[src/rtl/fb_pixel_writer_pkg.sv]
// Shared types for the framebuffer pixel writer: pixel coordinate, write-FSM
// state encoding, the pixel record and a clip-window helper.
package fb_pixel_writer_pkg;

  typedef struct packed {
    shortint x;
    shortint y;
  } Point2D;

  typedef enum logic [1:0] {
    IDLE    = 2'd0,
    ADDR    = 2'd1,
    WRITE   = 2'd2,
    RECOVER = 2'd3
  } FbWrState;

  localparam int PIX_COLOR_W = 16;

  typedef struct packed {
    Point2D                 pt;
    logic [PIX_COLOR_W-1:0] color;
  } PixelWr;

  // True when the coordinate lies inside a w x h window anchored at (0,0).
  function automatic logic pt_in_window(input Point2D p, input int w, input int h);
    int px;
    int py;
    px = int'(p.x);
    py = int'(p.y);
    return (px >= 0) && (px < w) && (py >= 0) && (py < h);
  endfunction

endpackage

[src/rtl/fb_pixel_writer_pixel_fifo.sv]
// pixel_fifo: synchronous FIFO with registered storage and a combinational
// head (the entry at the read pointer is visible without read latency).
// Pushes while full and pops while empty are ignored.
module pixel_fifo
  import fb_pixel_writer_pkg::*;
#(
  parameter int WIDTH = $bits(PixelWr),
  parameter int DEPTH = 8
) (
  input  logic             clk,
  input  logic             n_rst,
  input  logic             push,
  input  logic             pop,
  input  logic [WIDTH-1:0] wdata,
  output logic [WIDTH-1:0] rdata,
  output logic             full,
  output logic             empty
);

  localparam int PTR_W = (DEPTH > 1) ? $clog2(DEPTH) : 1;

  logic [WIDTH-1:0] mem_q [DEPTH];
  logic [PTR_W:0]   wr_ptr_q, wr_ptr_d;
  logic [PTR_W:0]   rd_ptr_q, rd_ptr_d;
  logic             do_push;
  logic             do_pop;

  // Pointers carry one extra wrap bit so full and empty are distinguishable.
  assign empty   = (wr_ptr_q == rd_ptr_q);
  assign full    = (wr_ptr_q[PTR_W] != rd_ptr_q[PTR_W]) &&
                   (wr_ptr_q[PTR_W-1:0] == rd_ptr_q[PTR_W-1:0]);
  assign do_push = push & ~full;
  assign do_pop  = pop & ~empty;
  assign rdata   = mem_q[rd_ptr_q[PTR_W-1:0]];

  // Next-pointer logic for accepted pushes and pops.
  always_comb begin
    wr_ptr_d = wr_ptr_q;
    rd_ptr_d = rd_ptr_q;
    if (do_push) wr_ptr_d = wr_ptr_q + 1'b1;
    if (do_pop)  rd_ptr_d = rd_ptr_q + 1'b1;
  end

  // Pointer registers; reset empties the FIFO.
  always_ff @(posedge clk) begin
    if (!n_rst) begin
      wr_ptr_q <= '0;
      rd_ptr_q <= '0;
    end else begin
      wr_ptr_q <= wr_ptr_d;
      rd_ptr_q <= rd_ptr_d;
    end
  end

  // Storage array; contents are don't-care until written, so no reset.
  always_ff @(posedge clk) begin
    if (do_push) mem_q[wr_ptr_q[PTR_W-1:0]] <= wdata;
  end

endmodule

[src/rtl/fb_pixel_writer.sv]
// fb_pixel_writer: buffers rasterizer pixels, converts each to a linear
// framebuffer address (y*H_RES + x) and runs a fixed-timing async SRAM write.
// Optional feature macro: FB_CLIP_EN (drop off-screen pixels, count them).
module fb_pixel_writer
  import fb_pixel_writer_pkg::*;
#(
  parameter int H_RES      = 640,
  parameter int V_RES      = 480,
  parameter int ADDR_W     = 19,
  parameter int COLOR_W    = 16,
  parameter int FIFO_DEPTH = 8,
  parameter int WR_CYCLES  = 2
) (
  input  logic               clk,
  input  logic               n_rst,
  input  logic               in_valid,
  output logic               in_ready,
  input  Point2D             in_pt,
  input  logic [COLOR_W-1:0] in_color,
  output logic [ADDR_W-1:0]  sram_addr,
  output logic [COLOR_W-1:0] sram_wdata,
  output logic               sram_we_n,
  output logic               sram_ce_n,
  output logic               busy,
  output logic [15:0]        clip_cnt
);

  localparam int ENTRY_W = $bits(Point2D) + COLOR_W;
  localparam int CNT_W   = (WR_CYCLES > 1) ? $clog2(WR_CYCLES) : 1;

  // Linear address computed at 32 bits, then truncated to the SRAM width.
  function automatic logic [ADDR_W-1:0] fb_addr(input Point2D p);
    logic signed [31:0] prod;
    prod = int'(p.y) * H_RES + int'(p.x);
    return ADDR_W'(prod);
  endfunction

  logic [ENTRY_W-1:0] fifo_wdata;
  logic [ENTRY_W-1:0] fifo_rdata;
  logic               fifo_push;
  logic               fifo_pop;
  logic               fifo_full;
  logic               fifo_empty;
  Point2D             head_pt;
  logic [COLOR_W-1:0] head_color;

  logic               rdy_en_q, rdy_en_d;
  FbWrState           state_q, state_d;
  logic [CNT_W-1:0]   cnt_q, cnt_d;
  Point2D             pt_q, pt_d;
  logic [COLOR_W-1:0] color_q, color_d;
  logic [ADDR_W-1:0]  sram_addr_q, sram_addr_d;
  logic [COLOR_W-1:0] sram_wdata_q, sram_wdata_d;
  logic               we_n_q, we_n_d;
  logic               ce_n_q, ce_n_d;
  logic               clipped;

  assign fifo_wdata             = {in_pt, in_color};
  assign {head_pt, head_color}  = fifo_rdata;
  assign in_ready               = rdy_en_q & ~fifo_full;
  assign fifo_push              = in_valid & in_ready;

  pixel_fifo #(
    .WIDTH (ENTRY_W),
    .DEPTH (FIFO_DEPTH)
  ) u_fifo (
    .clk   (clk),
    .n_rst (n_rst),
    .push  (fifo_push),
    .pop   (fifo_pop),
    .wdata (fifo_wdata),
    .rdata (fifo_rdata),
    .full  (fifo_full),
    .empty (fifo_empty)
  );

`ifdef FB_CLIP_EN
  logic [15:0] clip_q, clip_d;

  assign clipped  = ~pt_in_window(pt_q, H_RES, V_RES);
  assign clip_cnt = clip_q;

  // Saturating count of pixels dropped in ADDR because they fall off-screen.
  always_comb begin
    clip_d = clip_q;
    if (state_q == ADDR && clipped && clip_q != 16'hFFFF) clip_d = clip_q + 16'd1;
  end

  // Clip counter register.
  always_ff @(posedge clk) begin
    if (!n_rst) clip_q <= '0;
    else        clip_q <= clip_d;
  end
`else
  assign clipped  = 1'b0;
  assign clip_cnt = '0;
`endif

  // in_ready is held low through reset and enabled one edge after release.
  always_comb begin
    rdy_en_d = 1'b1;
  end

  // Write sequencer next-state and next-output logic.
  always_comb begin
    state_d      = state_q;
    cnt_d        = cnt_q;
    pt_d         = pt_q;
    color_d      = color_q;
    sram_addr_d  = sram_addr_q;
    sram_wdata_d = sram_wdata_q;
    we_n_d       = 1'b1;
    ce_n_d       = 1'b1;
    fifo_pop     = 1'b0;
    unique case (state_q)
      IDLE: begin
        if (!fifo_empty) begin
          fifo_pop = 1'b1;
          pt_d     = head_pt;
          color_d  = head_color;
          state_d  = ADDR;
        end
      end
      ADDR: begin
        sram_addr_d  = fb_addr(pt_q);
        sram_wdata_d = color_q;
        if (clipped) begin
          state_d = IDLE;
        end else begin
          ce_n_d  = 1'b0;
          we_n_d  = 1'b0;
          cnt_d   = CNT_W'(WR_CYCLES - 1);
          state_d = WRITE;
        end
      end
      WRITE: begin
        if (cnt_q == '0) begin
          state_d = RECOVER;
        end else begin
          ce_n_d = 1'b0;
          we_n_d = 1'b0;
          cnt_d  = cnt_q - 1'b1;
        end
      end
      RECOVER: begin
        state_d = IDLE;
      end
      default: begin
        state_d = IDLE;
      end
    endcase
  end

  // Sequencer state and registered SRAM pins; reset aborts any write.
  always_ff @(posedge clk) begin
    if (!n_rst) begin
      rdy_en_q     <= 1'b0;
      state_q      <= IDLE;
      cnt_q        <= '0;
      sram_addr_q  <= '0;
      sram_wdata_q <= '0;
      we_n_q       <= 1'b1;
      ce_n_q       <= 1'b1;
    end else begin
      rdy_en_q     <= rdy_en_d;
      state_q      <= state_d;
      cnt_q        <= cnt_d;
      sram_addr_q  <= sram_addr_d;
      sram_wdata_q <= sram_wdata_d;
      we_n_q       <= we_n_d;
      ce_n_q       <= ce_n_d;
    end
  end

  // Popped pixel holding register; only meaningful while in ADDR.
  always_ff @(posedge clk) begin
    pt_q    <= pt_d;
    color_q <= color_d;
  end

  assign sram_addr  = sram_addr_q;
  assign sram_wdata = sram_wdata_q;
  assign sram_we_n  = we_n_q;
  assign sram_ce_n  = ce_n_q;
  assign busy       = ~fifo_empty | (state_q != IDLE);

endmodule

[config.mk]
export PLATFORM = sky130hd
export DESIGN_NAME = fb_pixel_writer
export DESIGN_NICKNAME = d
export VERILOG_FILES = /design/src/rtl/fb_pixel_writer_pkg.sv /design/src/rtl/fb_pixel_writer_pixel_fifo.sv /design/src/rtl/fb_pixel_writer.sv
export SDC_FILE = /design/constraint.sdc
export NUM_CORES = 1
export LEC_CHECK = 0
export CELL_PAD_IN_SITES_DETAIL_PLACEMENT = 0
export CELL_PAD_IN_SITES_GLOBAL_PLACEMENT = 2
export CORE_UTILIZATION = 30
export DETAILED_ROUTE_END_ITERATION = 8
export GPL_ROUTABILITY_DRIVEN = 0
export GPL_TIMING_DRIVEN = 0
export HOLD_SLACK_MARGIN = 0.03
export PLACE_DENSITY_LB_ADDON = 0.15
export SLEW_MARGIN = 25
export SYNTH_ARGS = -nofsm -noshare
export SYNTH_HDL_FRONTEND = slang
export SYNTH_SLANG_ARGS = --single-unit
export TNS_END_PERCENT = 1
[constraint.sdc]
create_clock -name clk -period 8.7 [get_ports clk]
set_input_delay 2.61 -clock clk [delete_from_list [all_inputs] [get_ports clk]]
set_output_delay 2.61 -clock clk [all_outputs]
set_load 0.005 [all_outputs]
==> qor.csv <==
metric,value,unit
wire_per_inst,21.7,um
max_freq,0.199,GHz
routed_wl,41500,um
rsz0062_at_grt,false,
met3_length,1770,um
core.rowCount,88,
cts_tree,built,
critical_path_buf_inv_count,2,
drv_slew,0,
top_layer,met5,
synth_flop_cell,edfxtp_1,
avgSynthCellArea,19.6,um^2
ant_nets,0,
required,6.09,ns
track_usage,14.2,%
htree_levels,2,
clockRootBuffer,clkbuf_16,
path_cells,buf_2 > xor2_1 > nor4b_2 > nand2_1 > clkdlybuf4s50_1,
start_kind,flop,
worstSetupPathType,reg -> out,
portBuffers,85,
die_y,244,um
cts_made_buffers,50,
grt_max_degree,39,
vias,8693,
cts-resized-gates,0,
synth-seq-cells,444,
ys_async_sr_fraction,0,%
synth-warning-count,0,
finalClockSkew,0.0212,ns
area_growth,23.0,%
maxSlewHeadroom,29.7,%
cts.sinks,444,
tightest_slew,1.05,ns
dr.first_iter.drc_count,776,
wl_met2,19300,um
totalPowerFinal,6.80,mW
clkTransAtPathRegs,0.06,ns
drc,0,
io_pins,106,
crit_arrival,2.42,ns
grt_pass1_wl,61500,um
first_pass_iters,5,
synth_cell_types,52,
hold_viol_final,0,
slowest_stage,clkdlybuf4s50_1,
ir_drop,0.158,mV
insertion_delay,0.60,ns
min_path_type,reg -> reg,
synth_edf_count,396,
synthesis.area,0.0176,mm^2
path_max_fanout,10,
antenna_cells,0,
fin_tns_setup,0,ns
slowest_delay,0.49,ns
drive_gt1_share,26.8,%
status,"complete, no violations",
core_area,0.0579,mm^2
post-route-period-util,57.8,%
hold-worst-slack,0.479,ns
layout.nets,1192,
die_w,244,um
path_delay_family,buffers and inverters,
synth-seq-area-share,72.9,%
cts_setup_buffers,0,
cp-end-kind,output pin,
finalSetupViolCount,0,
fin_crit,5.03,ns
routed_via_density,4.55,
maxCapViolCount,0,
ctsHoldBuffers,0,
antenna_found_initial,3,
hpwl,27900,um
wl_met1,19400,um
powerDensity,313,mW/mm^2
grt_overflow_total,0,
leakage,7.17,nW
syn_inst,898,
clockBufferDepth,3,
dieArea,0.0597,mm^2
initial_core_util,30.4,%
grt_pass1_vias,9136,
## sequential cells by signal (all words and copies together) (netlist names)
name,count
rdy_en_q,1
u_fifo.wr_ptr_q,4
u_fifo.rd_ptr_q,4
sram_wdata,16
state_q,2
cnt_q,1
sram_ce_n,1
color_q,16
sram_addr,19
u_fifo.mem_q,352
pt_q,28
## per-layer routing
metal  up-vias  GRT usage, %
li1       3981             -
met1      4461          19.7
met2       179          22.5
met3        66          2.41
met4         6          4.83
met5         -             0
## cell type report
class,instances,area [um^2]
fill,5385,36200
tap,765,957
inverter,14,52.6
timing repair buffer,139,1430
multi-input combinational,399,4520
clock inverter,27,230
clock buffer,66,1330
buffer,56,310
sequential,444,12900
## synth_stat cells (15+ instances only)
library cell	number	area, um^2
mux2i_1	29	290
buf_4	20	150
edfxtp_1	396	11900
buf_2	18	90.1
nand2_1	20	75.1
mux4_2	88	1980
dfxtp_1	48	961
nor2_1	15	56.3
xnor2_1	17	149
nor2b_1	35	219
mux2_2	44	495
ha_1	35	438
## cells by family after synthesis
logic type | share of synthesized area (%)
AOI/OAI and AO/OA | 2.02
buffers and inverters | 2.04
adders and majority gates | 2.71
xor gates and xnor gates | 1.09
DFF | 72.9
and+or+nand+nor | 3.51
muxes | 15.7
other | 0.0213
## path summary, 6_finish.rpt
check | slack [ns] | cells past startpoint | to | from
worst max register to register | 5.00 | 17 | sram_addr[18] | pt_q[1]
worst max-delay path | 3.67 | 5 | busy | u_fifo.rd_ptr_q[0]
worst min register to register | 0.48 | 2 | u_fifo.wr_ptr_q[3] | u_fifo.wr_ptr_q[3]
worst min-delay path | 0.48 | 2 | u_fifo.wr_ptr_q[3] | u_fifo.wr_ptr_q[3]
## per-stage QoR
stage | setup slack [ns] | utilization, % | instance area, um^2 | std cells
after floorplan | 1.22 | - | 17700 | 913
after global placement | -6.08 | 33.7 | 19500 | 1763
after detailed placement | 3.61 | 34.7 | 20100 | 1817
after CTS | 3.54 | 37.4 | 21700 | 1910
after global routing | 3.46 | 37.4 | 21700 | 1910
final | 3.67 | 37.4 | 21700 | 1910
## worst min-delay path: stages, from the launching register on
cell and delay [ns]:
dfxtp_1 0.32, nand2_1 0.06, mux2i_1 0.05
## placed cells by master (no fill, tap or decap), types with 5 or more instances in the layout
cell type	count
buf_2	26
xnor2_1	17
a21oi_1	14
conb_1	16
clkbuf_1	27
edfxtp_1	396
buf_4	48
buf_1	5
nand3_1	8
mux4_2	88
ha_1	35
clkbuf_16	50
nor2_1	13
xor2_1	5
mux2_2	44
nand2_1	20
mux2i_1	29
o21ai_0	7
and2_1	7
buf_16	7
nor3_1	5
a21o_1	6
nor2b_1	35
clkinv_2	10
buf_6	9
dfxtp_1	48
inv_1	14
clkdlybuf4s50_1	85
clkinv_1	8
## report_power, final
group          internal [mW]  leakage [nW]  switching [mW]
sequential              2.54          3.98          0.0830
clock                   1.17         0.770           0.855
combinational          0.996          2.42            1.16
No activity file was read; power rests on OpenSTA's default activity.
==> RTL change, RTL diff (same settings) <==
Build with the macro `FB_CLIP_EN` defined.
--- a/src/rtl/fb_pixel_writer.sv
+++ b/src/rtl/fb_pixel_writer.sv
@@ -2,4 +2,6 @@
 // framebuffer address (y*H_RES + x) and runs a fixed-timing async SRAM write.
 // Optional feature macro: FB_CLIP_EN (drop off-screen pixels, count them).
+`define FB_CLIP_EN
+
 module fb_pixel_writer
   import fb_pixel_writer_pkg::*;
Check against the original RTL: not equivalent (Yosys sat finds a counterexample within 10 cycles, from zero or initial values and one cycle with n_rst low).
==> RTL change against the unedited design <==
Wire length is 15% higher. Cell count rose by 12%. Design area rose by 11%. Register-to-register slack improved by 150 ps. Clock power is 9% higher. Sequential cell count up 52. Worst setup slack worse by 110 ps. Synthesized area increased by 11%. Die area rose by 11%. Worst hold slack lost 3.9 ps. Power is 4.5% higher. Largest power group unchanged.
==> RTL change: results (changes against the unedited design) <==
Detailed routing
  • Mean routed wirelength per cell: 22.4 um (+3.1%)
  • DR iter-0 viols: 626 (-19%)
  • Final WL: 47800 um (+15%)
  • Met3 WL post-DR: 2030 um (+14%)
  • Post-detailed-route via-to-cell ratio: 4.65 (+2.1%)
  • Met2 wire len: 21600 um (+12%)

Critical path
  • CP arrival: 2530 ps (+110 ps)
  • Crit Path Max Fanout: 6 (-4)

Final layout
  • Nets: 1327 (+11%)
  • Post-route cell area: 24100 um2 (+11%)
  • Fraction of layout cells with a size suffix above 1: 0.243 (-0.0248)

Placed design
  • Pre-CTS setup slack: 3340 ps (-268 ps)
  • Post-Place Cells: 2035 (+12%)
  • DP Wirelength: 32200 um (+16%)
  • Post-DP Area: 22400 um2 (+11%)
  • Port bufs: 105 (+24%)

Global route
  • First-pass GRT wire length: 71000 um (+16%)
  • Total global-route track usage: 0.146 (+0.00455)
  • Initial antenna violation count: 5 (+2)
  • Vias in the first global route: 10407 (+14%)

Power and ir drop
  • Worst VDD drop: 150 uV (-4.9%)

Synthesis
  • Top cells by area, synth: edfxtp_1 66%, mux4_2 11%, dfxtp_1 6.5%
  • Synth cell types: 58 (+12%)
  • Sequential element share of the synthesized area: 0.725 (-0.00370)
  • Post-synth top cells: 432 x edfxtp_1, 96 x mux4_2, 64 x dfxtp_1
  • Post-synth EDFFs: 432 (+9.1%)
  • Post-Synthesis Cells: 1018 (+13%)

STA
  • Max-slew headroom: 0.384 (+0.0864)
  • Clk_skew: 8.74 ps (-12.5 ps)

Run status
  • Status: finished, final reports clean
==> RTL change: cells by family (layout without fill, tap and decap cells) <==
| kind of cell | count (synthesis) | after routing | share of synthesized area |
|---|---|---|---|
| multiplexers | 180 | 180 | 0.156 |
| flip-flops | 496 | 496 | 0.725 |
| XOR/XNOR | 27 | 27 | 0.0120 |
| AO/OA/AOI/OAI | 62 | 62 | 0.0231 |
| AND/OR/NAND/NOR | 158 | 158 | 0.0462 |
| buffers and inverters | 57 | 317 | 0.0125 |
| adder cells (fa/ha/maj) | 38 | 38 | 0.0250 |
==> RTL change: area by class of cell <==
cell class	instances	area share
sequential	496	0.592
multi-input combinational	465	0.216
timing repair buffer	162	0.0670
clock buffer	68	0.0609
tap	855	0.0444
clock inverter	30	0.00946
buffer	46	0.00862
inverter	11	0.00171
==> RTL change: final timing paths <==
check	cells past startpoint	to	start	slack, ps
setup / recovery	5	busy	u_fifo.rd_ptr_q[2]	3560
hold / removal	2	sram_addr[16]	sram_addr[16]	480
setup reg to reg	15	sram_addr[18]	pt_q[2]	5150
hold reg to reg	2	sram_addr[16]	sram_addr[16]	480
==> RTL change: report_power, final <==
| part | internal [mW] | switching (mW) | leakage [nW] |
|---|---|---|---|
| clock | 1.26 | 0.954 | 0.822 |
| sequential | 2.81 | 0.103 | 4.44 |
| combinational | 0.949 | 1.04 | 2.63 |
==> RTL change: layer usage <==
| layer | global-route usage | vias to the layer above |
|---|---|---|
| li1 | - | 4519 |
| met1 | 0.215 | 5151 |
| met2 | 0.222 | 174 |
| met3 | 0.0312 | 60 |
| met4 | 0.0329 | 8 |
| met5 | 0 | - |
==> RTL change: worst reg2reg max path, cell delays in order, from the launching register on <==
cell and delay [ps]:
edfxtp_1 440, ha_1 340, ha_1 300, a21o_1 170, a21oi_1 230, nor2b_1 70, o21ai_0 240, nor2b_1 200
xnor2_1 160, ha_1 320, nand2_1 100, a21oi_1 40, o41a_1 160, o41ai_2 340, nand4_1 120, nor3b_2 180
